<file path="src/rtl/temp_sample_logger.sv">
// Temperature sample logger: averages blocks of 2^AVG_LOG2 ADC samples,
// writes each block average to a circular RAM, tracks the running min/max
// and raises an over-temperature alarm with hysteresis.
module temp_sample_logger #(
    parameter int DATA_W   = 12,
    parameter int AVG_LOG2 = 4,
    parameter int ADDR_W   = 8,
    parameter int ALARM_HI = 3000,
    parameter int ALARM_LO = 2900
) (
    input  logic              clk,
    input  logic              rst,
    input  logic              adc_valid,
    input  logic [DATA_W-1:0] adc_data,
    output logic [ADDR_W-1:0] ram_addr,
    output logic [DATA_W-1:0] ram_data,
    output logic              ram_wren,
    output logic              avg_valid,
    output logic [DATA_W-1:0] avg_data,
    output logic [DATA_W-1:0] min_data,
    output logic [DATA_W-1:0] max_data,
    output logic              alarm,
    output logic              wrapped
);

    localparam int ACC_W = DATA_W + AVG_LOG2;
    localparam int CNT_W = AVG_LOG2 + 1;
    localparam logic [CNT_W-1:0]  LAST_CNT = CNT_W'((1 << AVG_LOG2) - 1);
    localparam logic [DATA_W-1:0] HI_TH    = DATA_W'(ALARM_HI);
    localparam logic [DATA_W-1:0] LO_TH    = DATA_W'(ALARM_LO);

    typedef enum logic {
        ACCUM,
        WRITE
    } state_t;

    state_t              state;
    logic [ACC_W-1:0]    acc;
    logic [CNT_W-1:0]    count;
    logic [ADDR_W-1:0]   wptr;
    logic [ACC_W-1:0]    sum_next;
    logic [DATA_W-1:0]   avg_next;

    // Sum including the sample offered this cycle, and its truncated average.
    always_comb begin
        sum_next = acc + ACC_W'(adc_data);
        avg_next = DATA_W'(sum_next >> AVG_LOG2);
    end

    assign ram_addr = wptr;

    // Block FSM: accumulate samples, then spend one cycle writing the average.
    // The write strobes and data are registered on the edge that accepts the
    // last sample so they are visible throughout the WRITE cycle.
    always_ff @(posedge clk) begin
        if (rst) begin
            state     <= ACCUM;
            acc       <= '0;
            count     <= '0;
            wptr      <= '0;
            ram_wren  <= 1'b0;
            ram_data  <= '0;
            avg_valid <= 1'b0;
            avg_data  <= '0;
            alarm     <= 1'b0;
            wrapped   <= 1'b0;
        end else begin
            case (state)
                ACCUM: begin
                    if (adc_valid) begin
                        if (count == LAST_CNT) begin
                            state     <= WRITE;
                            acc       <= sum_next;
                            count     <= '0;
                            ram_wren  <= 1'b1;
                            avg_valid <= 1'b1;
                            ram_data  <= avg_next;
                            avg_data  <= avg_next;
                        end else begin
                            acc   <= sum_next;
                            count <= count + 1'b1;
                        end
                    end
                end
                WRITE: begin
                    state     <= ACCUM;
                    ram_wren  <= 1'b0;
                    avg_valid <= 1'b0;
                    wptr      <= wptr + 1'b1;
                    if (wptr == '1)
                        wrapped <= 1'b1;
                    if (avg_data > HI_TH)
                        alarm <= 1'b1;
                    else if (avg_data < LO_TH)
                        alarm <= 1'b0;
                    // A sample arriving during WRITE opens the next block.
                    if (adc_valid) begin
                        acc   <= ACC_W'(adc_data);
                        count <= CNT_W'(1);
                    end else begin
                        acc   <= '0;
                        count <= '0;
                    end
                end
                default: state <= ACCUM;
            endcase
        end
    end

    // Running extremes over every accepted sample, independent of the FSM.
    always_ff @(posedge clk) begin
        if (rst) begin
            min_data <= '1;
            max_data <= '0;
        end else if (adc_valid) begin
            if (adc_data < min_data)
                min_data <= adc_data;
            if (adc_data > max_data)
                max_data <= adc_data;
        end
    end

endmodule

</file>
<file path="config.mk">
export PLATFORM = sky130hd
export DESIGN_NAME = temp_sample_logger
export DESIGN_NICKNAME = d
export VERILOG_FILES = /design/src/rtl/temp_sample_logger.sv
export SDC_FILE = /design/constraint.sdc
export NUM_CORES = 1
export LEC_CHECK = 0
export ABC_AREA = 1
export ABC_CLOCK_PERIOD_IN_PS = 3300
export CAP_MARGIN = 5
export CORE_MARGIN = 1.5
export CORE_UTILIZATION = 50
export DETAILED_ROUTE_END_ITERATION = 10
export MAX_ROUTING_LAYER = met4
export PLACE_DENSITY = 0.76
export SETUP_SLACK_MARGIN = 0.1
export SYNTH_ARGS = -nofsm -noshare
export SYNTH_HDL_FRONTEND = slang
export SYNTH_SLANG_ARGS = --single-unit
export TNS_END_PERCENT = 10
</file>
<file path="constraint.sdc">
create_clock -name clk -period 3.3 [get_ports clk]
set_input_delay 0.33 -clock clk [delete_from_list [all_inputs] [get_ports clk]]
set_output_delay 0.33 -clock clk [all_outputs]
set_load 0.02 [all_outputs]
</file>
# == After elaboration in Yosys (flattened, before gate mapping) ==
# Cells that the tools add are included.
# totals
reg_bits,69
word_cells,44
# op_classes
addsub,3
magnitude_cmp,4
n_eq_ne,4
muxes,15
n_bitwise,1
n_reduce_logical,7
# op_table
op,n
$pmux W16 S2,1
$add A16 B12 Y16,1
$mux W16,1
$gt A12 B12 Y1,1
$gt A12 B12 Y1 const B,1
$lt A12 B12 Y1,1
$lt A12 B12 Y1 const B,1
$mux W12,1
$mux W5,2
$pmux W5 S2,1
$reduce_and A2 Y1,5
$add A8 B1 Y8 const B,1
$eq A8 B8 Y1 const B,1
$mux W1,7
$add A5 B1 Y5 const B,1
$eq A5 B4 Y1 const B,1
$ne A2 B2 Y1 const B,2
$pmux W1 S2,2
$reduce_and A3 Y1,1
$reduce_bool A2 Y1,1
$not A1 Y1,1

# == Logic depth before layout (Yosys ltp) ==
# Gate-level depths: netlist of run 1.
# depth
ltp_word,4
depth_mapped,13
depth_no_buf,13

# == Least setup slack after synthesis of run 1 ==
# No wires, ideal clock.
# synth_path
kind,in2reg
from,input adc_data[0]
to,register avg_data[2]
setup_time_ps,115
t_arrival_ps,1636
required_time_ps,3185
slack_ps,1549
cell_stages,11
n_path_buf,0
path_cell_list,ha_1 -> fa_1 -> nand2_1 -> nand2_1 -> nand3_1 -> nand2_1 -> or2_1 -> nand2_1 -> nand2_1 -> o211ai_1 -> inv_2
# synth_between
elab_chain_cells,1
# synth_lines
item,line_no,source
start: declaration,14,"input logic [DATA_W-1:0] adc_data,"
$add A16 B12 Y16,46,sum_next = acc + ACC_W'(adc_data);
end signal: assignment,78,avg_data <= avg_next;
end: declaration,19,"output logic [DATA_W-1:0] avg_data,"
# No other way between the ends.
# A chain may end at the register's enable or synchronous reset.

# == Final worst setup path of run 1 ==
# layout_path
from,input adc_data[1]
to,register min_data[6]
# layout_between
elab_chain_cells,2
# layout_lines
item,line_no,source
$lt A12 B12 Y1,116,if (adc_data < min_data)
$reduce_and A2 Y1 (no source line),-,
end signal: assignment,117,min_data <= adc_data;
end: declaration,20,"output logic [DATA_W-1:0] min_data,"
# No other way between the ends.

==> impl_metrics.toml, run 1 <==
[worst_hold_path]
worstHoldPathType = "reg -> reg"
whs_path_depth = 2
worstHoldStart = "count[4]"

[grt]
grt_pass1_wl_mm = 18.2
antenna_found_initial = 0
grt_pass1_vias = 4018
grt-ovfl-total = 0
grt_max_degree = 43
track_usage = 0.240

[floorplan]
coreArea_sq_mm = 0.00868
die_area_sq_mm = 0.00946
start_util = 0.512
num_io_pins = 75
die_w_um = 97.3
dieHeight_um = 97.3
rows = 34

[finish]
multi_input_area_sq_mm = 0.00247
diodes = 0
seq_area_sq_mm = 0.00138
syn_to_final_growth_pct = 20.3
fin_nets = 765
drive_gt1_frac = 0.0600
fillers = 822

[routing]
dr.pass1.iters = 5
routed_wl_mm = 10.6
wire_per_inst_um = 12.8
vias = 4285
viasPerCell = 5.19
first_iter_violations = 185
remaining_drc_errors = 0
drtAntennaViolNets = 0

[clock_network]
cts_resized = 0
cts_buffer_depth = 2
h-tree-depth = 3
cts_buffers = 9
cts_tree = "built"
cts-hold-fix-buffers = 0
post_cts_buffers = 0
clockRootBuffer = "clkbuf_8"
path_clk_slew_ns = 0.08
cts.sinks = 69
clock_latency_ns = 0.35

[logic_synthesis]
synth_compound_area_frac = 0.108
synth_seq_area_share = 0.311
postSynthAreaPerCell_sq_um = 6.76
synth_top_area_share = 0.311
syn-num-nets = 710
yosysTopAreaCell = "dfxtp_1"
synth_edf_count = 0
synth_cells = 657
synthMuxAreaShare = 0
synth.most_common_cell = "nand2_1"
synth.area.top_cells = "dfxtp_1 31%, nand2_1 16%, ha_1 10%"
async_reset_ff_frac = 0
yosys.area_share.simple = 0.332
synthXorXnorAreaFrac = 0.00591
netlist_top_cells_count = "191 x nand2_1, 91 x inv_1, 69 x dfxtp_1"
synth_top_family_by_area = "simple AND/OR/NAND/NOR gates"
synthesis.area_sq_mm = 0.00444
synth_cell_types = 44
synth_ff_type = "dfxtp_1"
ys_ff_latch = 69
yosysWarnings = 0
yosys.area_share.adder = 0.109

[sta]
finalClockSkew_ns = 0.0182
rsz0062_at_grt = "no"
setup_viol = 0
whs_ns = 0.452
tightest_slew_ns = 0.802
post-route-period-util = 0.726
period_needed_ns = 2.40
maxSlewViolCount = 0
finalHoldViolCount = 0
relSlewSlack = 0.465
tns_ns = 0
clock.fmax_ghz = 0.417

[setup_path]
cp-end-kind = "flip-flop"
rr_endpoint = "min_data[6]"
cp-endpoint = "min_data[6]"
crit_arrival_ns = 2.60
crit_chain = "clkdlybuf4s50_1 > ha_1 > a21oi_1 > o21ai_1 > nand3_1 > nand3_1 > nand2_1 > nand3_1"
startpoint = "adc_data[1]"
cpPeakStageDelay_ns = 0.68
worstPathMaxFanout = 13
r2r_slack_ns = 1.13
cp_slowest_cell = "clkdlybuf4s50_1"
cpMostUsedCell = "nand3_1"
worstPathRequired_ns = 3.51
reg2reg_depth = 8
path_class = "in -> reg"
startpoint_type = "input pin"
rr_startpoint = "min_data[3]"

[job]
drv_cap = 0

[placement]
gp_congestion = 0.909
port_buffers = 74
post-dp-hpwl_mm = 7.90

[outcome]
status = "finished, final reports clean"

[power_and_ir_drop]
p_leak_nw = 2.56
irDropWorstVdd_uv = 238
p_per_area_mw_per_mm2 = 415
power_mw = 2.22
[critical path, delay by kind of cell]
family / cells / cell delay [ns]
compound gates: 2 / 0.23
buf+inv: 1 / 0.68
fa+ha+maj: 1 / 0.29
simple gates: 4 / 1.06
[report_power, final]
group | internal (mW) | switching, mW
Combinational | 0.208 | 0.324
Sequential | 0.879 | 0.0352
Clock | 0.428 | 0.344
Total | 1.51 | 0.703
[layout make-up]
cell class / count / area share
clock buffer: 9 / 0.0232
clock inverter: 7 / 0.0178
timing repair buffer: 77 / 0.143
sequential: 69 / 0.258
multi-input combinational: 456 / 0.462
inverter: 99 / 0.0709
tap: 108 / 0.0253
[cells in the final DEF (no fill, tap or decap), types with 3 or more instances in the layout]
| cell | count |
|---|---|
| nand2_1 | 191 |
| inv_1 | 91 |
| clkdlybuf4s50_1 | 74 |
| dfxtp_1 | 69 |
| nand3_1 | 54 |
| a21oi_1 | 50 |
| nor2_1 | 38 |
| ha_1 | 37 |
| nand4_1 | 17 |
| o21ai_0 | 13 |
| clkbuf_8 | 9 |
| a31oi_1 | 8 |
| nor3_1 | 7 |
| inv_2 | 6 |
| and2_1 | 4 |
| or2_1 | 3 |
| o211ai_1 | 3 |
| nor2_2 | 3 |
| a22o_1 | 3 |
| inv_6 | 3 |
| buf_4 | 3 |
[how the worst min path moves through the flow]
stage,to
3_5_place_dp,count[4]
6_report,count[4]
3_3_place_gp,count[4]
5_1_grt,count[4]
4_1_cts,count[4]
2_1_floorplan,count[4]
[stage by stage]
step / cell area, sq um / worst slack, ns / cells / utilization
finish: 5350 / 0.905 / 825 / 0.616
global route: 5350 / 0.678 / 825 / 0.616
CTS: 5350 / 0.936 / 825 / 0.616
detailed placement: 5130 / 0.582 / 809 / 0.591
global placement: 5130 / 0.734 / 809 / 0.591
floorplan: 4440 / 1.55 / 657 / -
[kinds of logic (layout without fill, tap and decap cells)]
family                   count (synthesis)  count (layout)
adder cells (fa/ha/maj)                 38              38
AO/OA/AOI/OAI                           85              85
buffers and inverters                  132             192
flip-flops                              69              69
XOR/XNOR                                 3               3
AND/OR/NAND/NOR                        330             330
[flip-flops by register name, summed over array words and instances (netlist names)]
name       count
acc           16
avg_data      12
max_data      12
min_data      12
ram_addr       8
count          5
alarm          1
avg_valid      1
state          1
wrapped        1
[metal layers]
| metal | vias up | GRT usage | wire length (um) |
|---|---|---|---|
| met4 | 0 | 0.0802 | 167 |
| met2 | 120 | 0.394 | 4800 |
| met5 | - | - | 0 |
| met1 | 1936 | 0.307 | 5060 |
| li1 | 2213 | - | - |
| met3 | 16 | 0.0317 | 537 |
Note: power is estimated with default switching activity, not from simulation.
==> inputs of run 2 (changes only) <==
--- a/config.mk
+++ b/config.mk
@@ -6,13 +6,13 @@
 export NUM_CORES = 1
 export LEC_CHECK = 0
 export ABC_AREA = 1
-export ABC_CLOCK_PERIOD_IN_PS = 3300
+export ABC_CLOCK_PERIOD_IN_PS = 2200
 export CAP_MARGIN = 5
 export CORE_MARGIN = 1.5
-export CORE_UTILIZATION = 50
+export CORE_UTILIZATION = 49
 export DETAILED_ROUTE_END_ITERATION = 10
 export MAX_ROUTING_LAYER = met4
-export PLACE_DENSITY = 0.76
+export PLACE_DENSITY = 0.77
 export SETUP_SLACK_MARGIN = 0.1
 export SYNTH_ARGS = -nofsm -noshare
 export SYNTH_HDL_FRONTEND = slang
==> constraint.sdc (replaced) <==
create_clock -name clk -period 2.2 [get_ports clk]
set_input_delay 0.22 -clock clk [delete_from_list [all_inputs] [get_ports clk]]
set_output_delay 0.22 -clock clk [all_outputs]
set_load 0.02 [all_outputs]
==> run 2 against run 1 <==
Effect of this change:
- cell count rose by 3.0%
- global-route usage down 0.13 points
- worst hold slack better by 0.0069 ns
- wire length is 5.2% higher
- first-iteration DRC count rose by 59%
- register-to-register slack got worse by 0.76 ns
- non-clock buffer count rose by 25
- cell area grew 3.2%
- count of clock-buffer cells in the layout rose by 2
- critical path type unchanged
- largest cell class unchanged
==> impl_metrics.toml, run 2 (synthesized netlist as in run 1, its figures left out) <==
[grt]
track_usage = 0.239
grt_max_degree = 22
antenna_found_initial = 0
grt_pass1_wl_mm = 18.3
grt-ovfl-total = 0
grt_pass1_vias = 4044

[sta]
finalClockSkew_ns = 0.0108
finalHoldViolCount = 0
clock.fmax_ghz = 0.525
relSlewSlack = 0.761
rsz0062_at_grt = "no"
setup_slack_ns = 0.297
setup_viol = 0
maxSlewViolCount = 0
whs_ns = 0.459
tightest_slew_ns = 0.357
tns_ns = 0
post-route-period-util = 0.865
period_needed_ns = 1.90

[setup_path]
rr_startpoint = "acc[0]"
rr_endpoint = "avg_data[2]"
r2r_slack_ns = 0.37
crit_arrival_ns = 2.19
startpoint = "adc_data[9]"
startpoint_type = "input pin"
cp-end-kind = "flip-flop"
path_class = "in -> reg"
reg2reg_depth = 11
worstPathRequired_ns = 2.49
worstPathMaxFanout = 12
cp-endpoint = "max_data[3]"

[floorplan]
die_area_sq_mm = 0.00965
rows = 34
coreArea_sq_mm = 0.00876
die_w_um = 98.2
dieHeight_um = 98.2
num_io_pins = 75
start_util = 0.507

[clock_network]
post_cts_buffers = 0
cts_tree = "built"
cts_resized = 0
cts_buffers = 9
cts_buffer_depth = 2
h-tree-depth = 3
cts.sinks = 69
clockRootBuffer = "clkbuf_8"
clock_latency_ns = 0.35
path_clk_slew_ns = 0.08
cts-hold-fix-buffers = 0

[finish]
seq_area_sq_mm = 0.00138
syn_to_final_growth_pct = 24.1
fillers = 807
final_cell_mix = "191 x nand2_1, 91 x inv_1, 74 x clkdlybuf4s50_1, 69 x dfxtp_1, 54 x nand3_1"
layout_commonest_cell = "nand2_1"
multi_input_area_sq_mm = 0.00247
design_area_sq_mm = 0.00551
drive_gt1_frac = 0.0903
diodes = 0
utilization = 0.629
largest-register = "acc"
fin_nets = 790
largest_reg_flops = 16

[routing]
wire_per_inst_um = 13.1
first_iter_violations = 295
drtAntennaViolNets = 0
vias = 4407
dr.pass1.iters = 7
remaining_drc_errors = 0
viasPerCell = 5.18
routed_wl_mm = 11.1

[outcome]
status = "finished, final reports clean"

[power_and_ir_drop]
irDropWorstVdd_uv = 305
p_per_area_mw_per_mm2 = 597
p_leak_nw = 2.67

[placement]
port_buffers = 74
gp_congestion = 0.947
postPlaceCellArea_sq_mm = 0.00531
post-dp-hpwl_mm = 8.46
place_ws_ns = -0.0225

[worst_hold_path]
worstHoldPathType = "reg -> reg"

[job]
drv_cap = 0
-- run 2: changes by cell type in the layout (fill, tap and decap cells not counted) --
cell | before | now
buf_4 | 3 | 28
bufinv_16 | 2 | 1
clkbuf_1 | 0 | 1
clkbuf_8 | 9 | 10
clkinv_2 | 2 | 1
clkinvlp_4 | 1 | 2
inv_6 | 3 | 2
-- run 2: critical path: stages --
cell and delay (ns):
clkdlybuf4s50_1 0.68, ha_1 0.31, a21oi_1 0.13, nor2_1 0.05, nor3_1 0.18, nand3_2 0.14, nand2_2 0.22, nand2_1 0.11
a21oi_1 0.13
-- run 2: stage by stage --
| stage | power (mW) | cells |
|---|---|---|
| finish | 3.29 | 850 |
| floorplan | 1.94 | 657 |
| detailed placement | 2.23 | 834 |
| global placement | 2.21 | 834 |
| CTS | 3.30 | 850 |
| global route | 3.48 | 850 |
-- run 2: how the worst min path moves through the flow --
stage / from / to / slack (ns) / cells after the start
2_1_floorplan: adc_data[2] / acc[2] / 0.38 / 2
3_3_place_gp: count[4] / count[4] / 0.44 / 2
3_5_place_dp: count[4] / count[4] / 0.45 / 2
4_1_cts: count[4] / count[4] / 0.46 / 2
5_1_grt: count[4] / count[4] / 0.47 / 2
6_report: count[4] / count[4] / 0.46 / 2
-- run 2: final cells by class --
class	count	area share
clock inverters	5	0.0107
flip-flops and latches	69	0.251
multi-input cells	456	0.447
well taps	108	0.0245
inverters	99	0.0688
repair buffers	102	0.172
clock buffers	11	0.0256
-- run 2: metal layers --
metal,part of all wire,vias up,GRT usage
met5,0,-,-
met4,0.017,0,0.0802
met3,0.048,16,0.0322
met2,0.47,128,0.401
met1,0.46,1999,0.296
li1,-,2264,-
-- run 2: report_power, final --
group | internal (mW) | switching, mW | total (mW) | leakage (nW)
sequential | 1.32 | 0.0533 | 1.37 | 0.564
combinational | 0.348 | 0.500 | 0.849 | 2.01
clock | 0.557 | 0.513 | 1.07 | 0.0959
==> inputs of run 3 (changes only) <==
--- a/config.mk
+++ b/config.mk
@@ -13,6 +13,7 @@
 export DETAILED_ROUTE_END_ITERATION = 10
 export MAX_ROUTING_LAYER = met4
 export PLACE_DENSITY = 0.77
+export REMOVE_ABC_BUFFERS = 1
 export SETUP_SLACK_MARGIN = 0.1
 export SYNTH_ARGS = -nofsm -noshare
 export SYNTH_HDL_FRONTEND = slang
==> run 3 against run 2 <==
Effect of this change:
- die area stayed put
- via count down 0.27%
- clock skew is 0.0032 ns lower
- sequential cell count unchanged
- worst hold slack improved by 0.0063 ns
- sequential share of layout area down 0.14 points
- critical path type unchanged
- critical endpoint is now max_data[7]
- largest power group unchanged
- highest routed layer unchanged
==> impl_metrics.toml, run 3 (synthesized netlist as in run 1, its figures left out) <==
[grt]
antenna_found_initial = 0
grt-ovfl-total = 0
grt_pass1_wl_mm = 19.3
grt_max_degree = 43
track_usage = 0.249
grt_pass1_vias = 4239

[setup_path]
cpMostUsedCell = "nand2_1"
cp-end-kind = "flip-flop"
worstPathMaxFanout = 12
cpPeakStageDelay_ns = 0.55
startpoint_type = "input pin"
worstPathRequired_ns = 2.41
cp_slowest_cell = "clkdlybuf4s50_1"
r2r_slack_ns = 0.33
rr_startpoint = "acc[0]"
path_class = "in -> reg"
crit_arrival_ns = 2.11
reg2reg_depth = 11
crit_chain = "clkdlybuf4s50_1 > ha_1 > nand2_1 > o21ai_0 > nand2_1 > nand3_2 > nand2_2 > nand2_1 > a21oi_1"
rr_endpoint = "avg_data[8]"

[sta]
setup_slack_ns = 0.302
post-route-period-util = 0.863
tightest_slew_ns = 0.592
finalClockSkew_ns = 0.00764
maxSlewViolCount = 0
setup_viol = 0
period_needed_ns = 1.90
clock.fmax_ghz = 0.527
relSlewSlack = 0.605
finalHoldViolCount = 0
rsz0062_at_grt = "no"

[worst_hold_path]
min_to = "alarm"
worstHoldPathType = "reg -> reg"
whs_path_depth = 2
worstHoldStart = "alarm"

[placement]
gp_congestion = 0.910
place_ws_ns = -0.0368
post-dp-hpwl_mm = 8.70
port_buffers = 74

[floorplan]
coreArea_sq_mm = 0.00876
num_io_pins = 75
die_area_sq_mm = 0.00965
start_util = 0.507
rows = 34
dieHeight_um = 98.2
die_w_um = 98.2

[routing]
wire_per_inst_um = 13.1
drtAntennaViolNets = 0
vias = 4395
routed_wl_mm = 11.2
dr.pass1.iters = 5
wl_met2_mm = 5.37
remaining_drc_errors = 0
viasPerCell = 5.15
dr.max_layer_used = "met4"
first_iter_violations = 242
met3_length_um = 473
met1Wirelength_mm = 5.22

[power_and_ir_drop]
switching_share = 0.324
power.share.sequential = 0.416
p_per_area_mw_per_mm2 = 594
p_int_mw = 2.23
irDropWorstVdd_uv = 324
power_mw = 3.29
clkPwrFrac = 0.324
combPwrFrac = 0.261
p_switching_mw = 1.07
p_leak_nw = 2.69

[clock_network]
cts-hold-fix-buffers = 0
cts_buffers = 9
cts_buffer_depth = 2
clock_latency_ns = 0.35
h-tree-depth = 3
cts_tree = "built"
post_cts_buffers = 0
clockRootBuffer = "clkbuf_8"
cts_resized = 0
path_clk_slew_ns = 0.08
cts.sinks = 69

[finish]
largest_reg_flops = 16
layout_commonest_cell = "nand2_1"
diodes = 0
final_cell_mix = "191 x nand2_1, 91 x inv_1, 74 x clkdlybuf4s50_1, 69 x dfxtp_1, 54 x nand3_1"
drive_gt1_frac = 0.0965
largest-register = "acc"
fin_nets = 794
syn_to_final_growth_pct = 24.8

[job]
drv_cap = 0

[outcome]
status = "finished, final reports clean"
-- run 3: cell type report --
cell class | instances | area [sq um]
well taps | 108 | 135
inverters | 99 | 379
flip-flops and latches | 69 | 1380
repair buffers | 106 | 981
fillers | 824 | 3220
multi-input cells | 456 | 2470
clock buffers | 10 | 138
clock inverters | 6 | 62.6
-- run 3: worst max-delay path, delay by kind of cell --
| kind | cells | cell delay, ns |
|---|---|---|
| AO/OA/AOI/OAI | 2 | 0.37 |
| buffers and inverters | 1 | 0.55 |
| adder cells (fa/ha/maj) | 1 | 0.39 |
| AND/OR/NAND/NOR | 5 | 0.57 |
-- run 3: how the worst max path moves through the flow --
| stage | start | endpoint | cells past startpoint |
|---|---|---|---|
| floorplan | min_data[5] | min_data[0] | 10 |
| global placement | adc_data[11] | avg_data[10] | 13 |
| detailed placement | adc_data[3] | max_data[7] | 9 |
| CTS | adc_data[3] | max_data[7] | 9 |
| global route | adc_data[11] | avg_data[10] | 13 |
| finish | adc_data[3] | max_data[7] | 9 |
-- run 3: metal layers --
layer	vias to the layer above	global-route usage
met3	11	0.0465
met2	83	0.405
met1	2033	0.317
li1	2268	-
met4	0	0.0683
met5	-	-
-- run 3: power groups by stage --
stage	clock, mW	sequential, mW	combinational [mW]
floorplan	0	1.44	0.469
global placement	0	1.40	0.838
detailed placement	0	1.40	0.851
CTS	1.09	1.37	0.857
global route	1.14	1.38	0.976
finish	1.07	1.37	0.858
-- run 3: stage by stage --
stage               hold slack (ns)  TNS, ns  cells  instance area [sq um]   util
floorplan                     0.287        0    624                   4230      -
detailed placement            0.454   -0.337    838                   5340  0.610
global placement              0.439        0    838                   5340  0.610
global route                  0.484        0    854                   5540  0.633
CTS                           0.467        0    854                   5540  0.633
finish                        0.465        0    854                   5540  0.633
